`config.mk`:
```
export PLATFORM = sky130hd
export DESIGN_NAME = axis_scope_reader
export DESIGN_NICKNAME = d
export VERILOG_FILES = /design/src/rtl/scope_pkg.sv /design/src/rtl/axis_scope_reader_fifo2.sv /design/src/rtl/axis_scope_reader.sv
export SDC_FILE = /design/constraint.sdc
export NUM_CORES = 1
export LEC_CHECK = 0
export CORE_MARGIN = 1
export CORE_UTILIZATION = 56
export DETAILED_ROUTE_END_ITERATION = 10
export GPL_TIMING_DRIVEN = 0
export HOLD_SLACK_MARGIN = 0.15
export PLACE_DENSITY = 0.89
export SYNTH_ARGS = -nofsm -noshare
export SYNTH_HDL_FRONTEND = slang
export SYNTH_HIERARCHICAL = 1
export SYNTH_SLANG_ARGS = --single-unit
```
`constraint.sdc`:
```
create_clock -name aclk -period 6.3 [get_ports aclk]
set_input_delay 1.26 -clock aclk [delete_from_list [all_inputs] [get_ports aclk]]
set_output_delay 1.26 -clock aclk [all_outputs]
set_load 0.005 [all_outputs]
```
`src/rtl/scope_pkg.sv`:
```
// Shared types and helpers for the scope read-out path.
package scope_pkg;

  localparam int unsigned DEF_TDATA_WIDTH = 32;
  localparam int unsigned DEF_CNTR_WIDTH  = 12;

  typedef enum logic [1:0] {
    S_IDLE,
    S_READ,
    S_DRAIN
  } state_t;

  // Circular-buffer successor: tot is the last valid address.
  function automatic logic [31:0] next_addr(input logic [31:0] addr, input logic [31:0] tot);
    return (addr == tot) ? '0 : addr + 32'd1;
  endfunction

endpackage

```
`src/rtl/axis_scope_reader_fifo2.sv`:
```
// Two-entry register FIFO feeding the AXI4-Stream master; head entry drives the outputs.
module axis_fifo2 #(
  parameter int unsigned WIDTH = 32
) (
  input  logic             clk,
  input  logic             rst_n,
  input  logic             in_valid,
  input  logic [WIDTH-1:0] in_data,
  output logic             out_valid,
  output logic [WIDTH-1:0] out_data,
  input  logic             out_ready,
  output logic [1:0]       occupancy
);

  logic [WIDTH-1:0] r_head;
  logic [WIDTH-1:0] r_tail;
  logic [1:0]       r_count;
  logic             w_pop;

  assign out_valid = (r_count != 2'd0);
  assign out_data  = r_head;
  assign occupancy = r_count;
  assign w_pop     = out_valid & out_ready;

  always_ff @(posedge clk or negedge rst_n) begin
    if (!rst_n) begin
      r_head  <= '0;
      r_tail  <= '0;
      r_count <= '0;
    end else begin
      unique case ({in_valid, w_pop})
        2'b10: begin
          if (r_count == 2'd0) begin
            r_head  <= in_data;
            r_count <= 2'd1;
          end else if (r_count == 2'd1) begin
            r_tail  <= in_data;
            r_count <= 2'd2;
          end
        end
        2'b01: begin
          r_head  <= r_tail;
          r_count <= r_count - 2'd1;
        end
        2'b11: begin
          if (r_count == 2'd1) begin
            r_head <= in_data;
          end else begin
            r_head <= r_tail;
            r_tail <= in_data;
          end
        end
        default: ;
      endcase
    end
  end

endmodule

```
`src/rtl/axis_scope_reader.sv`:
```
// Circular capture-buffer read-out onto an AXI4-Stream master.
// Optional tlast output enabled by defining AXIS_SCOPE_READER_TLAST_EN.
module axis_scope_reader
  import scope_pkg::*;
#(
  parameter int unsigned AXIS_TDATA_WIDTH = DEF_TDATA_WIDTH,
  parameter int unsigned CNTR_WIDTH       = DEF_CNTR_WIDTH
) (
  input  logic                        aclk,
  input  logic                        aresetn,
  input  logic                        start_flag,
  input  logic [CNTR_WIDTH-1:0]       start_addr,
  input  logic [CNTR_WIDTH-1:0]       tot_data,
  output logic                        busy,
  output logic [CNTR_WIDTH-1:0]       bram_porta_addr,
  input  logic [AXIS_TDATA_WIDTH-1:0] bram_porta_rddata,
  output logic [AXIS_TDATA_WIDTH-1:0] m_axis_tdata,
  output logic                        m_axis_tvalid,
`ifdef AXIS_SCOPE_READER_TLAST_EN
  output logic                        m_axis_tlast,
`endif
  input  logic                        m_axis_tready
);

`ifdef AXIS_SCOPE_READER_TLAST_EN
  localparam int unsigned FIFO_W = AXIS_TDATA_WIDTH + 1;
`else
  localparam int unsigned FIFO_W = AXIS_TDATA_WIDTH;
`endif

  state_t                r_state;
  state_t                w_state_nxt;
  logic                  r_start_d;
  logic [CNTR_WIDTH-1:0] r_addr;
  logic [CNTR_WIDTH-1:0] r_tot;
  logic [CNTR_WIDTH:0]   r_remaining;
  logic                  r_inflight;
  logic [1:0]            w_occ;
  logic [2:0]            w_proj;
  logic                  w_fifo_valid;
  logic                  w_pop;
  logic                  w_start;
  logic                  w_issue;
  logic                  w_final_issue;
  logic                  w_drained;
  logic                  w_busy;
  logic [FIFO_W-1:0]     w_fifo_in;
  logic [FIFO_W-1:0]     w_fifo_out;

  assign w_start       = start_flag & ~r_start_d;
  assign w_pop         = w_fifo_valid & m_axis_tready;
  // Credit counts the word leaving this cycle so a steady stream runs bubble-free.
  assign w_proj        = {1'b0, w_occ} + {2'b00, r_inflight} - {2'b00, w_pop};
  assign w_issue       = (r_state == S_READ) && (w_proj < 3'd2);
  assign w_final_issue = w_issue && (r_remaining == (CNTR_WIDTH+1)'(1));
  assign w_drained     = !r_inflight && ((w_occ == 2'd0) || ((w_occ == 2'd1) && w_pop));

  always_comb begin
    w_state_nxt = r_state;
    w_busy      = 1'b1;
    unique case (r_state)
      S_IDLE: begin
        w_busy = 1'b0;
        if (w_start) w_state_nxt = S_READ;
      end
      S_READ:  if (w_final_issue) w_state_nxt = S_DRAIN;
      S_DRAIN: if (w_drained) w_state_nxt = S_IDLE;
      default: w_state_nxt = S_IDLE;
    endcase
  end

  always_ff @(posedge aclk or negedge aresetn) begin
    if (!aresetn) begin
      r_state     <= S_IDLE;
      r_start_d   <= 1'b0;
      r_addr      <= '0;
      r_tot       <= '0;
      r_remaining <= '0;
      r_inflight  <= 1'b0;
    end else begin
      r_state    <= w_state_nxt;
      r_start_d  <= start_flag;
      r_inflight <= w_issue;
      if ((r_state == S_IDLE) && w_start) begin
        r_tot       <= tot_data;
        r_addr      <= (start_addr <= tot_data) ? start_addr : '0;
        r_remaining <= {1'b0, tot_data} + (CNTR_WIDTH+1)'(1);
      end else if (w_issue) begin
        r_addr      <= CNTR_WIDTH'(next_addr(32'(r_addr), 32'(r_tot)));
        r_remaining <= r_remaining - (CNTR_WIDTH+1)'(1);
      end
    end
  end

`ifdef AXIS_SCOPE_READER_TLAST_EN
  logic r_inflight_last;

  always_ff @(posedge aclk or negedge aresetn) begin
    if (!aresetn) r_inflight_last <= 1'b0;
    else          r_inflight_last <= w_final_issue;
  end

  assign w_fifo_in    = {r_inflight_last, bram_porta_rddata};
  assign m_axis_tlast = w_fifo_out[AXIS_TDATA_WIDTH];
`else
  assign w_fifo_in    = bram_porta_rddata;
`endif

  axis_fifo2 #(
    .WIDTH(FIFO_W)
  ) u_fifo (
    .clk       (aclk),
    .rst_n     (aresetn),
    .in_valid  (r_inflight),
    .in_data   (w_fifo_in),
    .out_valid (w_fifo_valid),
    .out_data  (w_fifo_out),
    .out_ready (m_axis_tready),
    .occupancy (w_occ)
  );

  assign busy            = w_busy;
  assign bram_porta_addr = r_addr;
  assign m_axis_tvalid   = w_fifo_valid;
  assign m_axis_tdata    = w_fifo_out[AXIS_TDATA_WIDTH-1:0];

endmodule

```
==> results.sh <==
export IMPL_setup_viol=0
export IMPL_cp_data_required_time_ns=6.60
export IMPL_clock_sinks=107
export IMPL_die_y_um=101
export IMPL_rsz0062_at_grt="false"
export IMPL_via_count=4607
export IMPL_start_util=0.588
export IMPL_avgSynthCellArea_um2=10.7
export IMPL_maxSlewViolCount=0
export IMPL_drc=0
export IMPL_worstPathMaxFanout=10
export IMPL_cts_htree_levels=3
export IMPL_ys_flop_type="dfrtp_1"
export IMPL_ys_types=56
export IMPL_syn_nets=596
export IMPL_cts_hold_buf=0
export IMPL_wl_per_cell_um=18.3
export IMPL_dr_pass1_iters=6
export IMPL_crit_type="in2reg"
export IMPL_grt_max_degree=57
export IMPL_grtUsageTotal=0.292
export IMPL_worst_pin_slew_ns=0.683
export IMPL_numCtsBuffers=9
export IMPL_cts_tree="done"
export IMPL_yosys_warnings=6
export IMPL_clk_path_buf_depth=2
export IMPL_instances_no_fill=766
export IMPL_detail_route_antenna_nets=0
export IMPL_core_area_um2=9370
export IMPL_peakVddDrop_mv=0.242
export IMPL_final_hold_viol_count=0
export IMPL_clock_skew_ns=0.00858
export IMPL_place_hpwl_um=10600
export IMPL_chipWidth_um=101
export IMPL_powerDensity_nw_per_um2=452
export IMPL_antenna_found_initial=0
export IMPL_end_kind="flip-flop"
export IMPL_synth_async_reset_ratio=1.00
export IMPL_synth_cell_area_um2=5510
export IMPL_maxCapViolCount=0
export IMPL_dp_cells=750
export IMPL_ff2ff_path_depth=14
export IMPL_period_minus_slack_ns=4.04
export IMPL_die_area_um2=10200
export IMPL_max_freq_ghz=0.248
export IMPL_areaGrowthSynthToFinish_pct=25.8
export IMPL_seq_area_frac_synth=0.486
export IMPL_postCtsResizedCells=0
export IMPL_rows=35
export IMPL_placed_area_um2=6750
export IMPL_drive_gt1_frac=0.0565
export IMPL_ys_ff_latch=107
export IMPL_cts_setup_buffers=0
export IMPL_grt_pass1_vias=4741
export IMPL_layout_nets=713
export IMPL_clk_pin_slew_ns=0.10
export IMPL_antennaDiodeCount=0
export IMPL_insertion_delay_ns=0.37
export IMPL_slew_headroom=0.545
export IMPL_cts_root_buf="clkbuf_8"
export IMPL_layout_commonest_cell="dfrtp_1"
export IMPL_fin_area_um2=6940
export IMPL_layout_common_cells="107 x dfrtp_1, 104 x clkdlybuf4s50_1, 37 x nand2_1"
export IMPL_hold_depth=1
export IMPL_wirelength_um=14000
export IMPL_drtIter0Drc=325
export IMPL_start_kind="input pin"
export IMPL_syn_inst=515
export IMPL_leakage_uw=0.00299
export IMPL_io_pins=106
export IMPL_overflow=0
export IMPL_fin_crit_sh=0.641
export IMPL_portBuffers=105
export IMPL_grt_pass1_wl_um=22800
export IMPL_gp_congestion=0.900
export IMPL_status="finished clean"
export IMPL_critPathArrivalTime_ns=4.33
export IMPL_hp_class="reg2reg"
export IMPL_routed_via_density=6.01
export IMPL_synth_edff_count=0
export IMPL_timing_setup_tns_ns=0
[through the flow]
step	worst slack (ns)	util	power, µW	hold WS [ns]
after floorplan	2.97	-	2090	0.448
after detailed placement	1.90	0.720	2730	0.479
final	2.26	0.740	3140	0.500
after global routing	2.09	0.740	3350	0.521
after CTS	2.25	0.740	3140	0.501
after global placement	0.108	0.717	2630	0.465
[power breakdown]
part	total (µW)	internal (µW)	switching [µW]
registers	1280	1020	262
clock network	400	154	246
logic	1450	757	697
[cell type report]
type                    count  area, µm²
clock inverters             6       58.8
repair buffers            106       1080
well taps                 129        161
clock buffers              10        128
inverters                  32        120
flip-flops and latches    107       2680
fillers                   695       2440
multi-input cells         356       2610
plain buffers              20        104
[worst max-delay path, cell delays in order]
cell and delay, ns:
clkdlybuf4s50_1 0.67, and2_1 0.22, ha_1 0.24, nand2b_1 0.17
fa_1 0.39, xnor2_1 0.16, nand3_1 0.24, clkbuf_1 0.32
nor4_1 0.29, xor2_1 0.20, nor2_1 0.06, a21oi_1 0.11
[synth_stat cells, drive strengths merged (2+ instances only)]
cell type / count / area [µm²]
nand4: 9 / 56.3
ha: 20 / 250
nor2b: 2 / 12.5
a221oi: 4 / 35.0
inv: 32 / 120
nand2: 38 / 145
o32ai: 2 / 17.5
mux2i: 2 / 20.0
o2bb2ai: 2 / 17.5
nor3b: 4 / 35.0
and3: 6 / 37.5
and2: 28 / 175
o21ai: 25 / 125
o21a: 4 / 30.0
a21o: 2 / 15.0
nor3: 17 / 96.4
a211oi: 2 / 15.0
clkbuf: 9 / 33.8
xor2: 7 / 61.3
xnor2: 22 / 193
nand3: 9 / 45.0
a21oi: 22 / 114
or3b: 2 / 17.5
mux2: 31 / 349
o211ai: 2 / 15.0
or2: 2 / 12.5
nor4: 6 / 43.8
nand2b: 10 / 62.6
a31oi: 4 / 25.0
a221o: 33 / 330
buf: 11 / 70.1
and4: 5 / 43.8
nor2: 19 / 73.8
nor4b: 2 / 17.5
a211o: 4 / 35.0
dfrtp: 107 / 2680
[final timing paths]
path | startpoint | endpoint | slack [ns]
max | m_axis_tready | r_remaining[3]$_DFFE_PN0P_ | 2.26
min | u_fifo/r_tail[3]$_DFFE_PN0P_ | u_fifo/r_tail[3]$_DFFE_PN0P_ | 0.50
max reg2reg | u_fifo/occupancy[1]$_DFFE_PN0P_ | r_remaining[3]$_DFFE_PN0P_ | 2.76
min reg2reg | u_fifo/r_tail[3]$_DFFE_PN0P_ | u_fifo/r_tail[3]$_DFFE_PN0P_ | 0.50
max in group asynchronous | aresetn | u_fifo/out_data[24]$_DFFE_PN0P_ | 4.68
min in group asynchronous | aresetn | u_fifo/r_tail[9]$_DFFE_PN0P_ | 0.92
[kinds of logic after synthesis]
family                     count (synthesis)  synth area share
muxes                                     33            0.0670
DFF                                      107             0.486
AOI/OAI and AO/OA                        112             0.150
buffers and inverters                     52            0.0406
adders and majority gates                 21            0.0490
xor gates and xnor gates                  29            0.0461
and+or+nand+nor                          161             0.162
[routing by layer]
layer	vias up	track usage	routed length (µm)
met2	190	0.492	6960
li1	2114	-	-
met3	38	0.0600	890
met4	0	0.130	392
met1	2265	0.367	5800
met5	-	0	0
[flip-flops by register name, indices dropped and copies added, names as in the netlist]
signal	cells
u_fifo/out_data	32
u_fifo/r_tail	32
r_remaining	13
bram_porta_addr	12
r_tot	12
r_state	2
u_fifo/occupancy	2
r_inflight	1
r_start_d	1
Note: power is estimated with default switching activity, not from simulation.
==> RTL edit (same settings) <==
Encoding of `state_t`: now one-hot (3 bits for 3 states).
--- a/src/rtl/scope_pkg.sv
+++ b/src/rtl/scope_pkg.sv
@@ -5,8 +5,8 @@
   localparam int unsigned DEF_CNTR_WIDTH  = 12;
 
-  typedef enum logic [1:0] {
-    S_IDLE,
-    S_READ,
-    S_DRAIN
+  typedef enum logic [2:0] {
+    S_IDLE  = 3'b001,
+    S_READ  = 3'b010,
+    S_DRAIN = 3'b100
   } state_t;
 
Function: same outputs for any inputs over 4 cycles, from zero or initial values and one cycle with aresetn low; so few cycles prove little.
==> RTL edit against the original RTL <==
Cell area grew 0.99%. Sequential cell count grew 1. Power shrank 16%. Wire length grew 1.5%. Synthesized area grew 0.75%. Worst setup slack lost 0.63 ns. Count of clock-buffer cells in the layout is the same. Core utilization grew 0.39 points. Combinational power shrank 31%.
==> RTL edit: results (changes against the original RTL) <==
- Slew HR: 51.9% (was 54.5%)
- Synth unique cells: 55 (was 56)
- Crit-path max cell delay: 0.64 ns (was 0.67 ns)
- Largest cells by area after synthesis: dfrtp_1 48%, a221o_1 6.7%, ha_1 4.5% (was dfrtp_1 49%, mux2_1 6.3%, a221o_1 6.0%)
- Fmax: 214 MHz (was 248 MHz)
- CP arrival: 4.93 ns (was 4.33 ns)
- 1st-pass router iterations: 5 (was 6)
- Worst hold endpoint: u_fifo/r_tail[5] (was u_fifo/r_tail[3])
- Avg Vias per Cell: 5.98 (was 6.01)
- Leakage: 3.11 nW (was 2.99 nW)
- Reg2Reg Setup Slack: 2.10 ns (was 2.76 ns)
- VDD IR max: 0.201 mV (was 0.242 mV)
- Inst Count DP: 763 (was 750)
- Fillers: 661 (was 695)
- Met2 WL: 7.08 mm (was 6.96 mm)
- Asr flop ratio synth: 100% (unchanged)
- Gr usage total: 28.9% (was 29.2%)
- First-pass GRT wire length: 22.8 mm (about the same)
- Vias in the first global route: 4648 (was 4741)
- Outcome: finished clean (unchanged)
- Met3 WL: 1.02 mm (was 890 um)
- Pre-CTS WS: 1.31 ns (was 1.90 ns)
- Final #Nets: 726 (was 713)
- Sequential fraction of the synthesis area: 48.7% (was 48.6%)
- Layout cell share with drive strength beyond 1: 7.23% (was 5.65%)
- Clock tree buffer depth: 2 (unchanged)
- Layout Skew: 0.0143 ns (was 0.00858 ns)
- Routability congestion estimate from global placement: 0.878 (was 0.900)
- DRT iter0 DRCs: 232 (was 325)
- Reg2reg path depth: 15 (was 14)
- Via count: 4657 (was 4607)
- Most frequent cells after synthesis: 107 x dfrtp_1, 40 x nand2_1, 37 x a221o_1, 35 x inv_1, 25 x o21ai_0 (was 107 x dfrtp_1, 37 x nand2_1, 33 x a221o_1, 31 x mux2_1, 30 x inv_1)
- Crit path max-delay family: buffers and inverters (unchanged)
- Initial antenna violation count: 0 (unchanged)
- Synthesized netlist cell count: 528 (was 515)
## RTL edit: power breakdown
group	switching [mW]	internal, mW	total, mW	leakage, nW
logic	0.433	0.567	1.00	1.68
clock network	0.247	0.202	0.449	0.109
registers	0.220	0.956	1.18	1.32
## RTL edit: cell families (layout without fill, tap and decap cells)
logic type | after synthesis | count (layout) | synth area share (%)
AND/OR/NAND/NOR | 167 | 167 | 16.1
AO/OA/AOI/OAI | 110 | 110 | 14.7
flip-flops | 108 | 108 | 48.7
buffers and inverters | 59 | 181 | 4.35
multiplexers | 33 | 33 | 6.56
XOR/XNOR | 30 | 30 | 4.73
adder cells (fa/ha/maj) | 21 | 21 | 4.87
## RTL edit: layout make-up
| type | instances | area [um2] | area share [%] |
|---|---|---|---|
| buffer | 23 | 106 | 1.52 |
| inverter | 36 | 135 | 1.93 |
| clock buffer | 10 | 138 | 1.96 |
| timing repair buffer | 106 | 1080 | 15.4 |
| clock inverter | 6 | 76.3 | 1.09 |
| sequential | 108 | 2700 | 38.6 |
| multi-input combinational | 361 | 2610 | 37.2 |
| tap | 129 | 161 | 2.30 |
## RTL edit: per-layer routing
metal	track usage, %	vias to the layer above
li1	-	2136
met1	36.2	2283
met2	50.4	209
met3	4.97	29
met4	10.3	0
met5	0	-
## RTL edit: metrics by stage
stage                     hold WS (ns)  power, mW  instance area, um2  TNS [ns]  util [%]
final                            0.500       2.63                7000         0      74.4
after global routing             0.524       2.79                7000         0      74.4
after CTS                        0.501       2.63                7000         0      74.4
after detailed placement         0.477       2.17                6790         0      72.1
after global placement           0.468       2.10                6770     -3.98      71.9
after floorplan                  0.459       1.68                5550         0         -
